<file path="src/rtl/bram_port_arbiter_if.sv">
// -----------------------------------------------------------------------------
// bram_port_arbiter_if
//
// Purpose:
//   Bundles the requester-side and BRAM-side signals of bram_port_arbiter.
//   The arbiter attaches through the slave modport. The bench or the
//   surrounding system attaches through the master modport, which drives
//   the two requesters and the BRAM read data.
//
// Signal summary:
//   req0/req1       requester -> arb   request / hold ownership
//   gnt0/gnt1       arb -> requester   registered grant
//   addr0/addr1     requester -> arb   requester address (AWIDTH)
//   ce0/ce1         requester -> arb   access enable
//   we0/we1         requester -> arb   write enable
//   d0/d1           requester -> arb   write data (DWIDTH)
//   q_o             arb -> requester   shared read data, qualified by rvalid
//   rvalid0/rvalid1 arb -> requester   read data valid per requester
//   addr_b/ce_b/we_b/d_b  arb -> BRAM  port A drive
//   q_b             BRAM -> arb        port A read data (1-cycle latency)
//   o_owner         arb -> system      00 idle, 01 req0, 10 req1
//   o_err           arb -> system      sticky ce-without-grant flag
// -----------------------------------------------------------------------------
interface bram_port_arbiter_if #(
   parameter int DWIDTH = 32,
   parameter int AWIDTH = 12
);

   logic              req0;
   logic              req1;
   logic              gnt0;
   logic              gnt1;
   logic [AWIDTH-1:0] addr0;
   logic [AWIDTH-1:0] addr1;
   logic              ce0;
   logic              ce1;
   logic              we0;
   logic              we1;
   logic [DWIDTH-1:0] d0;
   logic [DWIDTH-1:0] d1;
   logic [DWIDTH-1:0] q_o;
   logic              rvalid0;
   logic              rvalid1;
   logic [AWIDTH-1:0] addr_b;
   logic              ce_b;
   logic              we_b;
   logic [DWIDTH-1:0] d_b;
   logic [DWIDTH-1:0] q_b;
   logic [1:0]        o_owner;
   logic              o_err;

   // The arbiter's view: requester controls and BRAM read data come in,
   // grants, read responses, BRAM drive and status go out.
   modport slave (
      input  req0, req1, addr0, addr1, ce0, ce1, we0, we1, d0, d1, q_b,
      output gnt0, gnt1, q_o, rvalid0, rvalid1,
      output addr_b, ce_b, we_b, d_b, o_owner, o_err
   );

   // The system's view: it plays both requesters and the BRAM port.
   modport master (
      output req0, req1, addr0, addr1, ce0, ce1, we0, we1, d0, d1, q_b,
      input  gnt0, gnt1, q_o, rvalid0, rvalid1,
      input  addr_b, ce_b, we_b, d_b, o_owner, o_err
   );

endinterface

</file>
<file path="src/rtl/bram_port_arbiter.sv">
// -----------------------------------------------------------------------------
// bram_port_arbiter
//
// Purpose:
//   Shares port A of a single-clock true dual-port BRAM between two
//   requesters (0 = host loader, 1 = data mover). Ownership is granted for
//   whole bursts with round-robin tie breaking, and an optional hold limit
//   (MAX_HOLD) forces the owner to hand over when the other side has been
//   waiting too long. Address, control and write data of the owner are
//   muxed onto the BRAM; read data (1-cycle latency) is routed back with a
//   valid strobe for whichever requester issued the read.
//
// Parameters:
//   DWIDTH    BRAM data width
//   AWIDTH    BRAM address width
//   MAX_HOLD  cycles an owner may keep the grant while the other side waits
//             (0 = unlimited)
//
// Ports:
//   clk       single clock, rising edge
//   reset     synchronous, active-high
//   bus       bram_port_arbiter_if.slave, requester and BRAM signals
// -----------------------------------------------------------------------------
module bram_port_arbiter #(
   parameter int DWIDTH   = 32,
   parameter int AWIDTH   = 12,
   parameter int MAX_HOLD = 0
) (
   input logic                 clk,
   input logic                 reset,
   bram_port_arbiter_if.slave  bus
);

   // State encoding doubles as the o_owner code.
   typedef enum logic [1:0] {
      IDLE = 2'b00,
      OWN0 = 2'b01,
      OWN1 = 2'b10
   } state_t;

   // The hold counter only has to reach MAX_HOLD-1, after which it
   // saturates at all-ones.
   localparam int HW = (MAX_HOLD > 1) ? $clog2(MAX_HOLD) : 1;
   localparam logic [HW-1:0] HOLD_LAST = HW'((MAX_HOLD > 0) ? MAX_HOLD - 1 : 0);
   localparam bit HOLD_EN = (MAX_HOLD != 0);

   state_t          state_q;
   state_t          state_d;
   logic            gnt0_q;
   logic            gnt1_q;
   logic [1:0]      owner_q;
   logic            last_q;
   logic            last_d;
   logic [HW-1:0]   holdCnt_q;
   logic [HW-1:0]   holdCnt_d;

   logic            rdPend_q;
   logic            rdOwner_q;
   logic            err_q;

   logic            ceSel;
   logic            weSel;
   logic [AWIDTH-1:0] addrSel;
   logic [DWIDTH-1:0] dSel;
   logic            forceSwitch;

   // Forced handover only applies while the other requester is actually
   // waiting and the owner has used up its hold budget.
   always_comb begin
      forceSwitch = 1'b0;
      if (HOLD_EN) begin
         if (state_q == OWN0) begin
            forceSwitch = bus.req1 && (holdCnt_q == HOLD_LAST);
         end else if (state_q == OWN1) begin
            forceSwitch = bus.req0 && (holdCnt_q == HOLD_LAST);
         end
      end
   end

   // Next-state logic. A tie from IDLE goes to the requester that did not
   // own the port last. An owner dropping req hands straight over to a
   // waiting requester without passing through IDLE. The hold counter
   // measures how long the other side has been kept waiting; entering a new
   // ownership restarts it.
   always_comb begin
      state_d   = state_q;
      last_d    = last_q;
      holdCnt_d = holdCnt_q;

      case (state_q)
         IDLE: begin
            if (bus.req0 && !(bus.req1 && !last_q)) begin
               state_d = OWN0;
            end else if (bus.req1) begin
               state_d = OWN1;
            end
         end
         OWN0: begin
            if (!bus.req0) begin
               state_d = bus.req1 ? OWN1 : IDLE;
            end else if (forceSwitch) begin
               state_d = OWN1;
            end else if (bus.req1 && (holdCnt_q != '1)) begin
               holdCnt_d = holdCnt_q + 1'b1;
            end
         end
         OWN1: begin
            if (!bus.req1) begin
               state_d = bus.req0 ? OWN0 : IDLE;
            end else if (forceSwitch) begin
               state_d = OWN0;
            end else if (bus.req0 && (holdCnt_q != '1)) begin
               holdCnt_d = holdCnt_q + 1'b1;
            end
         end
         default: begin
            state_d = IDLE;
         end
      endcase

      if ((state_d == OWN0) && (state_q != OWN0)) begin
         last_d    = 1'b0;
         holdCnt_d = '0;
      end else if ((state_d == OWN1) && (state_q != OWN1)) begin
         last_d    = 1'b1;
         holdCnt_d = '0;
      end
   end

   // Arbitration FSM with registered grant and owner outputs. The grants
   // are decoded from the next state so they line up exactly with state_q.
   // last resets to 1 so requester 0 wins the very first tie.
   always_ff @(posedge clk) begin
      if (reset) begin
         state_q   <= IDLE;
         gnt0_q    <= 1'b0;
         gnt1_q    <= 1'b0;
         owner_q   <= 2'b00;
         last_q    <= 1'b1;
         holdCnt_q <= '0;
      end else begin
         state_q   <= state_d;
         gnt0_q    <= (state_d == OWN0);
         gnt1_q    <= (state_d == OWN1);
         owner_q   <= state_d;
         last_q    <= last_d;
         holdCnt_q <= holdCnt_d;
      end
   end

   // BRAM port drive. Only the granted requester's enable reaches the BRAM;
   // a non-owner's access is simply dropped. With no owner the address and
   // data buses rest at zero.
   always_comb begin
      ceSel   = (gnt0_q & bus.ce0) | (gnt1_q & bus.ce1);
      weSel   = 1'b0;
      addrSel = '0;
      dSel    = '0;
      if (gnt0_q) begin
         weSel   = bus.we0 & ceSel;
         addrSel = bus.addr0;
         dSel    = bus.d0;
      end else if (gnt1_q) begin
         weSel   = bus.we1 & ceSel;
         addrSel = bus.addr1;
         dSel    = bus.d1;
      end
   end

   assign bus.ce_b   = ceSel;
   assign bus.we_b   = weSel;
   assign bus.addr_b = addrSel;
   assign bus.d_b    = dSel;

   // Read tag and error flag. The owner at the time of the read is latched
   // so the response still goes to it even if the grant moves on the same
   // edge. Reset discards any read still in flight. The error flag is
   // sticky: any enable raised without the matching grant sets it.
   always_ff @(posedge clk) begin
      if (reset) begin
         rdPend_q  <= 1'b0;
         rdOwner_q <= 1'b0;
         err_q     <= 1'b0;
      end else begin
         rdPend_q <= ceSel & ~weSel;
         if (ceSel & ~weSel) begin
            rdOwner_q <= gnt1_q;
         end
         err_q <= err_q | (bus.ce0 & ~gnt0_q) | (bus.ce1 & ~gnt1_q);
      end
   end

   // Read data is only passed through while a response is due, so q_o sits
   // at zero otherwise.
   assign bus.rvalid0 = rdPend_q & ~rdOwner_q;
   assign bus.rvalid1 = rdPend_q & rdOwner_q;
   assign bus.q_o     = rdPend_q ? bus.q_b : '0;

   assign bus.gnt0    = gnt0_q;
   assign bus.gnt1    = gnt1_q;
   assign bus.o_owner = owner_q;
   assign bus.o_err   = err_q;

endmodule

</file>
<file path="src/flat_wrapper.sv">
// flat-port wrapper written by rule: the top's interface ports become plain ports
module bram_port_arbiter_flat 
#(
   parameter int DWIDTH   = 32,
   parameter int AWIDTH   = 12,
   parameter int MAX_HOLD = 0
)
  (clk, reset, bus_req0, bus_req1, bus_addr0, bus_addr1, bus_ce0, bus_ce1, bus_we0, bus_we1, bus_d0, bus_d1, bus_q_b, bus_gnt0, bus_gnt1, bus_q_o, bus_rvalid0, bus_rvalid1, bus_addr_b, bus_ce_b, bus_we_b, bus_d_b, bus_o_owner, bus_o_err);
  bram_port_arbiter_if #(.DWIDTH(DWIDTH), .AWIDTH(AWIDTH)) bus_i ();
  input logic clk;
  input logic reset;
  input wire logic [$bits(bus_i.req0)-1:0] bus_req0;
  input wire logic [$bits(bus_i.req1)-1:0] bus_req1;
  input wire logic [$bits(bus_i.addr0)-1:0] bus_addr0;
  input wire logic [$bits(bus_i.addr1)-1:0] bus_addr1;
  input wire logic [$bits(bus_i.ce0)-1:0] bus_ce0;
  input wire logic [$bits(bus_i.ce1)-1:0] bus_ce1;
  input wire logic [$bits(bus_i.we0)-1:0] bus_we0;
  input wire logic [$bits(bus_i.we1)-1:0] bus_we1;
  input wire logic [$bits(bus_i.d0)-1:0] bus_d0;
  input wire logic [$bits(bus_i.d1)-1:0] bus_d1;
  input wire logic [$bits(bus_i.q_b)-1:0] bus_q_b;
  output wire logic [$bits(bus_i.gnt0)-1:0] bus_gnt0;
  output wire logic [$bits(bus_i.gnt1)-1:0] bus_gnt1;
  output wire logic [$bits(bus_i.q_o)-1:0] bus_q_o;
  output wire logic [$bits(bus_i.rvalid0)-1:0] bus_rvalid0;
  output wire logic [$bits(bus_i.rvalid1)-1:0] bus_rvalid1;
  output wire logic [$bits(bus_i.addr_b)-1:0] bus_addr_b;
  output wire logic [$bits(bus_i.ce_b)-1:0] bus_ce_b;
  output wire logic [$bits(bus_i.we_b)-1:0] bus_we_b;
  output wire logic [$bits(bus_i.d_b)-1:0] bus_d_b;
  output wire logic [$bits(bus_i.o_owner)-1:0] bus_o_owner;
  output wire logic [$bits(bus_i.o_err)-1:0] bus_o_err;
  assign bus_i.req0 = bus_req0;
  assign bus_i.req1 = bus_req1;
  assign bus_i.addr0 = bus_addr0;
  assign bus_i.addr1 = bus_addr1;
  assign bus_i.ce0 = bus_ce0;
  assign bus_i.ce1 = bus_ce1;
  assign bus_i.we0 = bus_we0;
  assign bus_i.we1 = bus_we1;
  assign bus_i.d0 = bus_d0;
  assign bus_i.d1 = bus_d1;
  assign bus_i.q_b = bus_q_b;
  assign bus_gnt0 = bus_i.gnt0;
  assign bus_gnt1 = bus_i.gnt1;
  assign bus_q_o = bus_i.q_o;
  assign bus_rvalid0 = bus_i.rvalid0;
  assign bus_rvalid1 = bus_i.rvalid1;
  assign bus_addr_b = bus_i.addr_b;
  assign bus_ce_b = bus_i.ce_b;
  assign bus_we_b = bus_i.we_b;
  assign bus_d_b = bus_i.d_b;
  assign bus_o_owner = bus_i.o_owner;
  assign bus_o_err = bus_i.o_err;
  bram_port_arbiter #(.DWIDTH(DWIDTH), .AWIDTH(AWIDTH), .MAX_HOLD(MAX_HOLD)) u_core (.clk(clk), .reset(reset), .bus(bus_i));
endmodule
</file>
<file path="config.mk">
export PLATFORM = sky130hd
export DESIGN_NAME = bram_port_arbiter_flat
export DESIGN_NICKNAME = d
export VERILOG_FILES = /design/src/rtl/bram_port_arbiter_if.sv /design/src/rtl/bram_port_arbiter.sv /design/src/flat_wrapper.sv
export SDC_FILE = /design/constraint.sdc
export NUM_CORES = 1
export LEC_CHECK = 0
export ABC_CLOCK_PERIOD_IN_PS = 1300
export BUFFER_PORTS_ARGS = -buffer_cell sky130_fd_sc_hd__clkbuf_2
export CELL_PAD_IN_SITES_DETAIL_PLACEMENT = 0
export CELL_PAD_IN_SITES_GLOBAL_PLACEMENT = 1
export CORE_UTILIZATION = 14
export CTS_CLUSTER_DIAMETER = 50
export CTS_CLUSTER_SIZE = 8
export DETAILED_ROUTE_END_ITERATION = 8
export PLACE_DENSITY_LB_ADDON = 0.1
export SETUP_SLACK_MARGIN = 0.05
export SLEW_MARGIN = 10
export SYNTH_ARGS = -nofsm -noshare
export SYNTH_HDL_FRONTEND = slang
export SYNTH_SLANG_ARGS = --single-unit
</file>
<file path="constraint.sdc">
create_clock -name clk -period 1.3 [get_ports clk]
set_input_delay 0.39 -clock clk [delete_from_list [all_inputs] [get_ports clk]]
set_output_delay 0.39 -clock clk [all_outputs]
set_load 0.05 [all_outputs]
</file>
* Word-level counts from Yosys, hierarchy flattened
Cells that the tools add are included. Widths: inputs -> output; s select.
Storage, ports and cells: bits in registers 8, input bits 128, output and inout port bits 85, word-level logic and storage cells 53
Cells by class: equality and inequality tests 6, mux-type cells 16, bitwise logic cells 16, reduce and logical (&&, ||, !) cells 8
Operators by type and width (count):
- $mux 32 | 3
- $mux 12 | 2
- $mux 2 | 5
- $and 1x1->1 | 9
- $pmux 2 s3 | 1
- $mux 1 | 5
- $eq 2x1->1 const B | 2
- $eq 2x2->1 const B | 2
- $logic_and 1x1->1 | 4
- $not 1->1 | 4
- $or 1x1->1 | 3
- $logic_not 1->1 | 2
- $logic_not 2->1 | 1
- $ne 2x1->1 const B | 1
- $ne 2x2->1 const B | 1
- $reduce_bool 2->1 | 1

* Logic depth before layout (Yosys ltp)
Gate-level depths: netlist of run 1.
depth in word-level cells 10, depth in mapped cells 5

* Worst setup path after synthesis of run 1
No wires, ideal clock.
kind register -> output, from register u_core.gnt0_q, in the netlist u_core.bus.gnt0, to output port bus_d_b[30], arrival time 2049 ps, required time 910 ps, setup slack -1139 ps, stages on the path, launching flop included 5, path buffers 3, cells stage by stage dfxtp_1 -> buf_6 -> buf_6 -> buf_6 -> o21ai_0
On the way: word-level cells in the longest chain between the ends 1
RTL lines:
- start, declared | RTL line bram_port_arbiter.sv:49 | logic gnt0_q;
- start signal, assigned | RTL line bram_port_arbiter.sv:143 | gnt0_q <= (state_d == OWN0);
- $mux 32 | RTL line bram_port_arbiter.sv:159 | if (gnt0_q) begin
- end, declared | RTL line flat_wrapper.sv:31 | output wire logic [$bits(bus_i.d_b)-1:0] bus_d_b;
Every way passes these cells.

* Final worst setup path of run 1
from register u_core.gnt0_q, in the netlist u_core.bus.gnt0, to output port bus_d_b[13]
The elaborated chain is that of the path after synthesis.

==> metrics.md, run 1 <==
| Metric | Value |
|---|---|
| Routed length per instance | 15.7 µm |
| Final worst path period share | 1.28 |
| Register area share after synthesis | 0.146 |
| Post-synth cell types | 27 |
| FF+latch count, synth | 8 |
| R2R depth | 6 |
| Largest net degree at the start of global routing | 35 |
| Reg-to-reg slack, setup | 170 ps |
| CTS root buffer | clkbuf_8 |
| CP required | 910 ps |
| Worst Tran Pin Value | 233 ps |
| ANT nets after route | 0 |
| Via count | 1,985 |
| Syn Inst Count | 134 |
| Critical path startpoint category | flop |
| FP Rows | 31 |
| Vias in the first global route | 2,099 |
| DRC violations left | 0 |
| First-pass GRT wire length | 11,100 µm |
| Number of buffers created by CTS | 3 |
| Worst hold path type | in2reg |
| Die Area | 8200 µm² |
| Final Total Pwr | 0.00240 W |
| Worst skew pair latency | 220 ps |
| Total core area | 7410 µm² |
| Hold Path End | u_core.rdPend_q |
| PnR worst setup slack | -359 ps |
| Post-synth net total | 262 |
| GRT overflow | 0 |
| Internal | 0.00142 W |
| Leak Pwr | 2.21 nW |
| Max IR drop VDD | 0.557 mV |
| Kind of critical path | reg2out |
| Layout cell share with drive strength beyond 1 | 0.909 |
| Initial Util | 0.148 |
| Sw frac | 0.408 |
| Switching pwr | 0.000978 W |
| Reg2reg start | u_core.bus.gnt1 |
| Mapped cell area | 1100 µm² |
| Failing checks | negative setup slack |
| Reg-to-reg endpoint | u_core.rdPend_q |
| Yosys synthesis warning count | 0 |
| CTS max path bufs | 2 |
| Placed wire-length estimate | 5210 µm |
| Antenna violations before repair | 0 |
| Final Skew | 0.334 ps |
| Worst-path clk slew | 40 ps |
| Power share of the clock group | 0.125 |
| Die W | 90.6 µm |
| Max-Cap Viols | 0 |
| Status | finished with violations |
| HP Start | reset |
| Setup crit end kind | output pin |
| CTS tree | done |
| Routability congestion estimate | 0.713 |
| P&R area growth vs syn | 303% |
| Tmin final | 1660 ps |
| H-Tree Depth | 1 |
| Part of the power in combinational logic | 0.756 |
| Fmax | 603 MHz |
| Mean cell area of the mapped netlist | 8.20 µm² |
| RSZ-0062 raised after global routing | yes |
| Sequential share of power | 0.118 |
| CP arrival | 1270 ps |
| Drt pass-1 iters | 4 |
| Ports | 213 |
| Final setup viols | 82 |
| Slew HR | 0.845 |
| Hold Path Depth | 2 |
| Iteration-0 DRC Markers | 24 |
| PD cells | 541 nW/µm² |
| Vias per inst | 4.29 |
| Die height | 90.6 µm |
| Setup tns final | -21,770 ps |
| # clock sinks | 8 |
| Diode count | 0 |
| Number of port buffers | 212 |
| Aggregate global-route resource usage | 0.169 |
| Routed WL | 7280 µm |
| Hold Fails Final Rpt | 0 |
| Crit-path max FO | 18 |
| Max Slew Vio Count | 0 |
| Layout net count | 493 |
## Yosys cell counts
cell type / count / area share
nor2_1: 3 / 0.010
inv_1: 3 / 0.010
nor2_8: 1 / 0.018
nand3_1: 2 / 0.0091
a22o_1: 44 / 0.35
clkbuf_1: 3 / 0.010
buf_6: 8 / 0.082
nand2_2: 1 / 0.0057
nand2_1: 2 / 0.0068
mux2i_1: 1 / 0.0091
o22ai_1: 2 / 0.011
nand4b_1: 1 / 0.0080
a21oi_1: 3 / 0.014
and2_1: 33 / 0.19
nor3_1: 2 / 0.0091
o2111ai_1: 1 / 0.0080
buf_2: 3 / 0.014
inv_4: 1 / 0.0057
dfxtp_1: 8 / 0.15
o21ai_0: 2 / 0.0091
nand3b_1: 2 / 0.014
o31a_1: 1 / 0.0080
and3b_1: 2 / 0.016
o22a_1: 1 / 0.0080
a221oi_1: 1 / 0.0080
nor2b_1: 2 / 0.011
nand4bb_1: 1 / 0.010
## critical path, stage by stage, from the launching register on
cell       delay [ps]
dfxtp_4           370
nor2_8            180
buf_12            200
a22o_4            140
clkbuf_16         150
## state kept, by name, summed over array words and instances (netlist names)
register	flops
u_core.bus.o_err	1
u_core.bus.gnt0	1
u_core.rdOwner_q	1
u_core.last_q	1
u_core.bus.o_owner	2
u_core.rdPend_q	1
u_core.bus.gnt1	1
## power by group through the flow
stage / combinational [W] / clock, W / sequential [W]
finish: 0.00181 / 0.000300 / 0.000283
global route: 0.00188 / 0.000325 / 0.000286
CTS: 0.00178 / 0.000317 / 0.000282
detailed placement: 0.00142 / 0 / 0.000285
global placement: 0.00142 / 0 / 0.000285
floorplan: 0.000845 / 0 / 0.000316
## metal layers
layer	wire (µm)	up-vias	track usage	share of wire
met4	76	0	0.0269	0.010
met2	4130	84	0.337	0.57
met3	413	8	0.0311	0.057
li1	-	971	-	-
met5	0	-	0	0
met1	2660	922	0.184	0.37
## how the worst max path moves through the flow
stage	startpoint	to	slack (ps)	cells past startpoint
global placement	u_core.bus.gnt1	bus_d_b[23]	-210	5
finish	u_core.bus.gnt0	bus_d_b[13]	-360	4
detailed placement	u_core.bus.gnt0	bus_we_b	-230	4
floorplan	u_core.bus.gnt0	bus_d_b[30]	-230	4
global route	u_core.bus.gnt0	bus_d_b[13]	-410	4
CTS	u_core.bus.gnt1	bus_we_b	-410	5
## cells by family after synthesis
group           synth area share
compound gates             0.417
buf+inv                    0.122
flops                      0.146
mux                      0.00911
simple gates               0.306
## metrics by stage
stage	area, µm²	util	instances	hold slack [ps]	worst slack, ps
after CTS	4390	0.592	461	431	-405
after floorplan	1570	-	134	457	-226
final	4430	0.598	463	440	-359
after global placement	3220	0.435	447	503	-211
after global routing	4430	0.598	463	457	-410
after detailed placement	3220	0.435	447	523	-234
## what timing repair did
action / 4_1_cts / 5_1_grt
endpoints found under the setup margin: 86 / 85
pin swaps: 2 / 3
buffers inserted: 5 / 6
gates cloned: 5 / 0
gates resized for setup: 180 / 29
hold buffers: 0 / 0
## layout make-up
cell class                      instances  area (µm²)
Clock buffer                            4        45.0
Fill cell                             623        2980
Inverter                                4        20.0
Multi-Input combinational cell        108        1290
Sequential cell                         8         173
Tap cell                               99         124
Timing Repair Buffer                  240        2770
## cell usage in the layout, fill, tap and decap left out, drive strengths merged
master / netlist / layout
a22o: 44 / 44
nand3b: 2 / 2
nand3: 2 / 2
inv: 4 / 4
o21ai: 2 / 2
and2: 33 / 33
nor2b: 2 / 2
o22a: 1 / 1
clkbuf: 3 / 171
o31a: 1 / 1
nand4b: 1 / 1
o2111ai: 1 / 1
dfxtp: 8 / 8
nand4bb: 1 / 1
buf: 11 / 73
mux2i: 1 / 1
a221oi: 1 / 1
and3b: 2 / 2
nand2: 3 / 3
a21oi: 3 / 3
nor2: 4 / 4
o22ai: 2 / 2
nor3: 2 / 2
(Power assumes the default switching activity.)
==> run 2: changes to the inputs <==
==> constraint.sdc (replaced) <==
create_clock -name clk -period 1.3 [get_ports clk]
set_input_delay 0.26 -clock clk [delete_from_list [all_inputs] [get_ports clk]]
set_output_delay 0.26 -clock clk [all_outputs]
set_load 0.05 [all_outputs]
==> run 2 against run 1 <==
  * The run still ends with negative setup slack left
  * Core utilization up 1.9 points
  * Register-to-register slack worse by 80 ps
  * Clock power down 1%
  * Clock-buffer cell count down 1
  * Flip-flop and latch count unchanged
  * Critical path type unchanged
  * Critical endpoint is now bus_addr_b[9]
  * Largest cell class unchanged
  * Highest routed layer unchanged
==> metrics.md, run 2 (synthesis results as in run 1) <==
| Metric | Value |
|---|---|
| Final Skew | 1.25 ps |
| Fillers | 559 |
| Crit-path max FO | 11 |
| Routed length per instance | 17.3 µm |
| Leak Pwr | 2.26 nW |
| GRT overflow | 0 |
| P&R area growth vs syn | 316% |
| CTS max path bufs | 2 |
| CTS root buffer | clkbuf_8 |
| Layout cell share with drive strength beyond 1 | 0.908 |
| Sw frac | 0.414 |
| Failing checks | negative setup slack |
| Worst hold path type | in2reg |
| Die height | 90.6 µm |
| Initial Util | 0.148 |
| ANT nets after route | 0 |
| Worst-path clk slew | 40 ps |
| Commonest non-fill, non-tap cell in the layout | clkbuf_2 |
| Switching pwr | 0.00101 W |
| CTS tree | done |
| Part of the power in combinational logic | 0.760 |
| PD cells | 532 nW/µm² |
| Number of buffers created by CTS | 3 |
| Placed wire-length estimate | 5170 µm |
| CTS Hold Bufs | 0 |
| Max Slew Vio Count | 0 |
| Max reg flops | 2 |
| Routed WL | 7950 µm |
| Internal | 0.00142 W |
| Via count | 2,019 |
| # clock sinks | 8 |
| PnR worst setup slack | -266 ps |
| Iteration-0 DRC Markers | 31 |
| First-pass GRT wire length | 11,600 µm |
| Diode count | 0 |
| Layout net count | 490 |
| CP max-delay cell | dfxtp_4 |
| Final worst path period share | 1.20 |
| CP top delay family | buffers and inverters |
| Buf+Inv Stages, Crit Path | 3 |
| Sequential share of power | 0.118 |
| Status | finished with violations |
| Hold Fails Final Rpt | 0 |
| CP required | 1040 ps |
| CP most frequent cell | buf_12 |
| Total core area | 7410 µm² |
| Ports | 213 |
| Aggregate global-route resource usage | 0.180 |
| Max-Cap Viols | 0 |
| Vias per inst | 4.40 |
| Tmin final | 1570 ps |
| Power share of the clock group | 0.122 |
| CP arrival | 1310 ps |
| Max IR drop VDD | 0.410 mV |
| Kind of critical path | reg2out |
| Die Area | 8200 µm² |
| RSZ-0062 raised after global routing | yes |
| Most frequent cells in the layout | 128 x clkbuf_2, 46 x clkbuf_16, 44 x a22o_4, 34 x buf_12, 33 x and2_4 |
| Number of port buffers | 212 |
| Antenna violations before repair | 0 |
| Fmax | 639 MHz |
| FP Rows | 31 |
| Setup crit end kind | output pin |
| Worst-path cell chain | buf_12 -> buf_16 -> a22o_4 -> buf_12 |
| Fin Hold WS | 304 ps |
| Register area | 171 µm² |
| DRC violations left | 0 |
| Largest net degree at the start of global routing | 23 |
| Critical path startpoint category | flop |
| Drt pass-1 iters | 3 |
| H-Tree Depth | 1 |
| Worst Tran Pin Value | 297 ps |
| Routability congestion estimate | 0.708 |
| Final setup viols | 77 |
| Worst skew pair latency | 230 ps |
| Die W | 90.6 µm |
| Vias in the first global route | 2,173 |
| Final Total Pwr | 0.00243 W |
| Area of the multi-input gates | 1310 µm² |
| CP max stage delay | 380 ps |
| Slew HR | 0.803 |
[run 2: cell count changes in the layout (fill, tap and decap cells not counted), sizes merged]
| cell | before | now |
|---|---|---|
| buf | 73 | 62 |
| clkbuf | 171 | 178 |
[run 2: layer usage]
layer  GRT usage  share of wire  vias to the layer above
li1            -              -                      967
met1       0.181           0.36                      954
met3      0.0412          0.062                        2
met5           0              0                        -
met2       0.378           0.58                       96
met4      0.0175         0.0035                        0
[run 2: area by class of cell]
class	count	area share
flip-flops and latches	8	0.0375
inverters	4	0.00438
clock buffers	3	0.00904
well taps	99	0.0271
repair buffers	237	0.635
multi-input cells	108	0.287
[run 2: stage by stage]
step | std cells | TNS [ps] | instance area [µm²] | utilization | setup WS (ps)
CTS | 455 | -16370 | 4480 | 0.605 | -308
global placement | 440 | -1370 | 3150 | 0.425 | -92.5
detailed placement | 440 | -1500 | 3150 | 0.425 | -99.8
floorplan | 134 | -3990 | 1550 | - | -96.0
global route | 459 | -17100 | 4570 | 0.616 | -309
finish | 459 | -13530 | 4570 | 0.616 | -266
[run 2: path summary, 6_finish.rpt]
| kind | start | slack, ps | to | cells past startpoint |
|---|---|---|---|---|
| max | u_core.bus.gnt0 | -270 | bus_addr_b[9] | 4 |
| min | reset | 300 | u_core.rdPend_q | 2 |
| max reg2reg | u_core.bus.gnt0 | 90 | u_core.rdOwner_q | 5 |
| min reg2reg | u_core.bus.o_err | 490 | u_core.bus.o_err | 2 |
[run 2: what timing repair did]
item	CTS	global route
pin swaps	0	3
endpoints found under the hold margin	0	0
gates resized for setup	201	22
setup buffers	6	5
endpoints found under the setup margin	82	86
cloned	6	3
[run 2: power by group through the flow]
stage          clock [W]  sequential [W]  combinational (W)
6_report        0.000296        0.000286            0.00185
3_3_place_gp           0        0.000286            0.00146
4_1_cts         0.000307        0.000286            0.00179
2_1_floorplan          0        0.000316           0.000839
3_5_place_dp           0        0.000286            0.00147
5_1_grt         0.000329        0.000289            0.00191
==> run 3: changes to the inputs <==
- ABC_CLOCK_PERIOD_IN_PS: 1300 -> unset
- CORE_UTILIZATION: 14 -> 15
- clock period: 1.3 -> 2 ns (I/O delays scaled with it)
==> run 3 against run 2 <==
  * The flow now finishes without violations
  * Combinational power shrank 61%
  * Clock skew barely moved
  * Routed wire length decreased by 31%
  * Register-to-register slack improved by 690 ps
  * Critical endpoint is now bus_addr_b[1]
  * Highest routed layer unchanged
==> metrics.md, run 3 (synthesis results as in run 1) <==
| Metric | Value |
|---|---|
| Status | finished clean |
| Number of port buffers | 212 |
| Hold Path Depth | 2 |
| DRC violations left | 0 |
| R2R depth | 4 |
| Worst-path cell chain | inv_4 -> nor2_8 -> clkbuf_16 -> a22o_2 -> clkbuf_4 |
| CP top delay family | buffers and inverters |
| CP max stage delay | 360 ps |
| Kind of critical path | reg2out |
| H-Tree Depth | 1 |
| Critical path startpoint category | flop |
| Reg2reg start | u_core.bus.gnt0 |
| Placed insts | 433 |
| Max reg flops | 2 |
| ANT nets after route | 0 |
| CP max-delay cell | dfxtp_1 |
| Buf+Inv Stages, Crit Path | 3 |
| P&R area growth vs syn | 120% |
| Post-CTS Setup Bufs | 0 |
| Hold Fails Final Rpt | 0 |
| Crit-path max FO | 16 |
| Layout cell share with drive strength beyond 1 | 0.780 |
| Die height | 87.6 µm |
| Routability congestion estimate | 0.694 |
| Placed wire-length estimate | 4600 µm |
| First-pass GRT wire length | 7760 µm |
| Via count | 1,781 |
| Iteration-0 DRC Markers | 48 |
| Die W | 87.6 µm |
| Final worst path period share | 0.930 |
| Placed cell areas | 2270 µm² |
| Worst skew pair latency | 220 ps |
| Layout net count | 471 |
| Max-Cap Viols | 0 |
| Fmax | 538 MHz |
| Setup crit end kind | output pin |
| Final Skew | 1.14 ps |
| Max Slew Vio Count | 0 |
| Leak Pwr | 1.42 nW |
| Area of the multi-input gates | 861 µm² |
| # clock sinks | 8 |
| Reg-to-reg slack, setup | 780 ps |
| FP Rows | 30 |
| Hold Path End | u_core.bus.gnt0 |
| Fillers | 757 |
| HP Start | reset |
| Vias per inst | 4.08 |
| CP required | 1600 ps |
| Aggregate global-route resource usage | 0.127 |
| Routed length per instance | 12.6 µm |
| Diode count | 0 |
| Routed WL | 5510 µm |
| CTS Hold Bufs | 0 |
| CTS tree | done |
| PD cells | 450 nW/µm² |
| Number of buffers created by CTS | 3 |
| Worst hold path type | in2reg |
| Die Area | 7670 µm² |
| GRT overflow | 0 |
| Reg-to-reg endpoint | u_core.bus.o_err |
| Worst Tran Pin Value | 326 ps |
| Final setup viols | 0 |
| Fin Hold WS | 441 ps |
| Antenna violations before repair | 0 |
| RSZ-0062 raised after global routing | no |
| Post-route cell area | 2410 µm² |
| Ports | 213 |
| CTS root buffer | clkbuf_8 |
| Slew HR | 0.782 |
| Layout Cells excl Fill | 437 |
| Worst-path clk slew | 40 ps |
| Vias in the first global route | 1,663 |
| CTS max path bufs | 2 |
| Register area | 161 µm² |
| Largest net degree at the start of global routing | 35 |
| Total core area | 6940 µm² |
| Initial Util | 0.158 |
| Core Util, Final | 0.348 |
| Drt pass-1 iters | 4 |
| CP arrival | 1460 ps |
| Most frequent cells in the layout | 181 x clkbuf_2, 40 x a22o_2, 33 x and2_1, 31 x clkbuf_4, 7 x dfxtp_1 |
| Commonest non-fill, non-tap cell in the layout | clkbuf_2 |
| Max IR drop VDD | 0.337 mV |
| Tmin final | 1860 ps |
## run 3: power breakdown
group	leakage (nW)	switching, W	internal (W)	total, W
logic	1.33	0.000457	0.000261	0.000718
clock network	0.0216	0.0000565	0.000130	0.000186
registers	0.0664	0.0000113	0.000171	0.000183
## run 3: worst max-delay path by stage
stage / to / slack [ps] / cells after the start / start
2_1_floorplan: bus_d_b[30] / -70 / 4 / u_core.bus.gnt0
3_3_place_gp: bus_d_b[31] / 300 / 5 / u_core.bus.gnt1
3_5_place_dp: bus_d_b[31] / 290 / 5 / u_core.bus.gnt1
4_1_cts: bus_addr_b[7] / 70 / 5 / u_core.bus.gnt1
5_1_grt: bus_d_b[16] / 40 / 5 / u_core.bus.gnt1
6_report: bus_addr_b[1] / 140 / 5 / u_core.bus.gnt1
## run 3: repair_timing
item | CTS | global route
cloned | 0 | 1
setup endpoints to repair | 1 | 32
resized for setup | 1 | 60
endpoints found under the hold margin | 0 | 0
## run 3: final cells by class
type	instances	area share
Clock buffer	3	0.0171
Inverter	4	0.00725
Multi-Input combinational cell	108	0.356
Sequential cell	8	0.0668
Tap cell	96	0.0497
Timing Repair Buffer	218	0.503
## run 3: routing by layer
layer  vias to the layer above  track usage  part of all wire
met5                         -            0                 0
met4                         0       0.0149            0.0022
met3                         2       0.0302             0.087
met2                        98        0.254              0.55
met1                       761        0.138              0.36
li1                        920            -                 -
## run 3: per-stage QoR
| stage | setup TNS (ps) | total power, W | setup slack [ps] |
|---|---|---|---|
| 2_1_floorplan | -66.8 | 0.000667 | -66.8 |
| 3_3_place_gp | 0 | 0.000880 | 303 |
| 3_5_place_dp | 0 | 0.000878 | 289 |
| 4_1_cts | 0 | 0.00107 | 67.9 |
| 5_1_grt | 0 | 0.00115 | 45.0 |
| 6_report | 0 | 0.00109 | 141 |
## run 3: worst register-to-register path, delay by kind of cell (launching register included)
kind | cells | cell delay (ps)
AOI/OAI and AO/OA | 1 | 290
buffers and inverters | 2 | 370
DFF | 1 | 390
and+or+nand+nor | 1 | 60
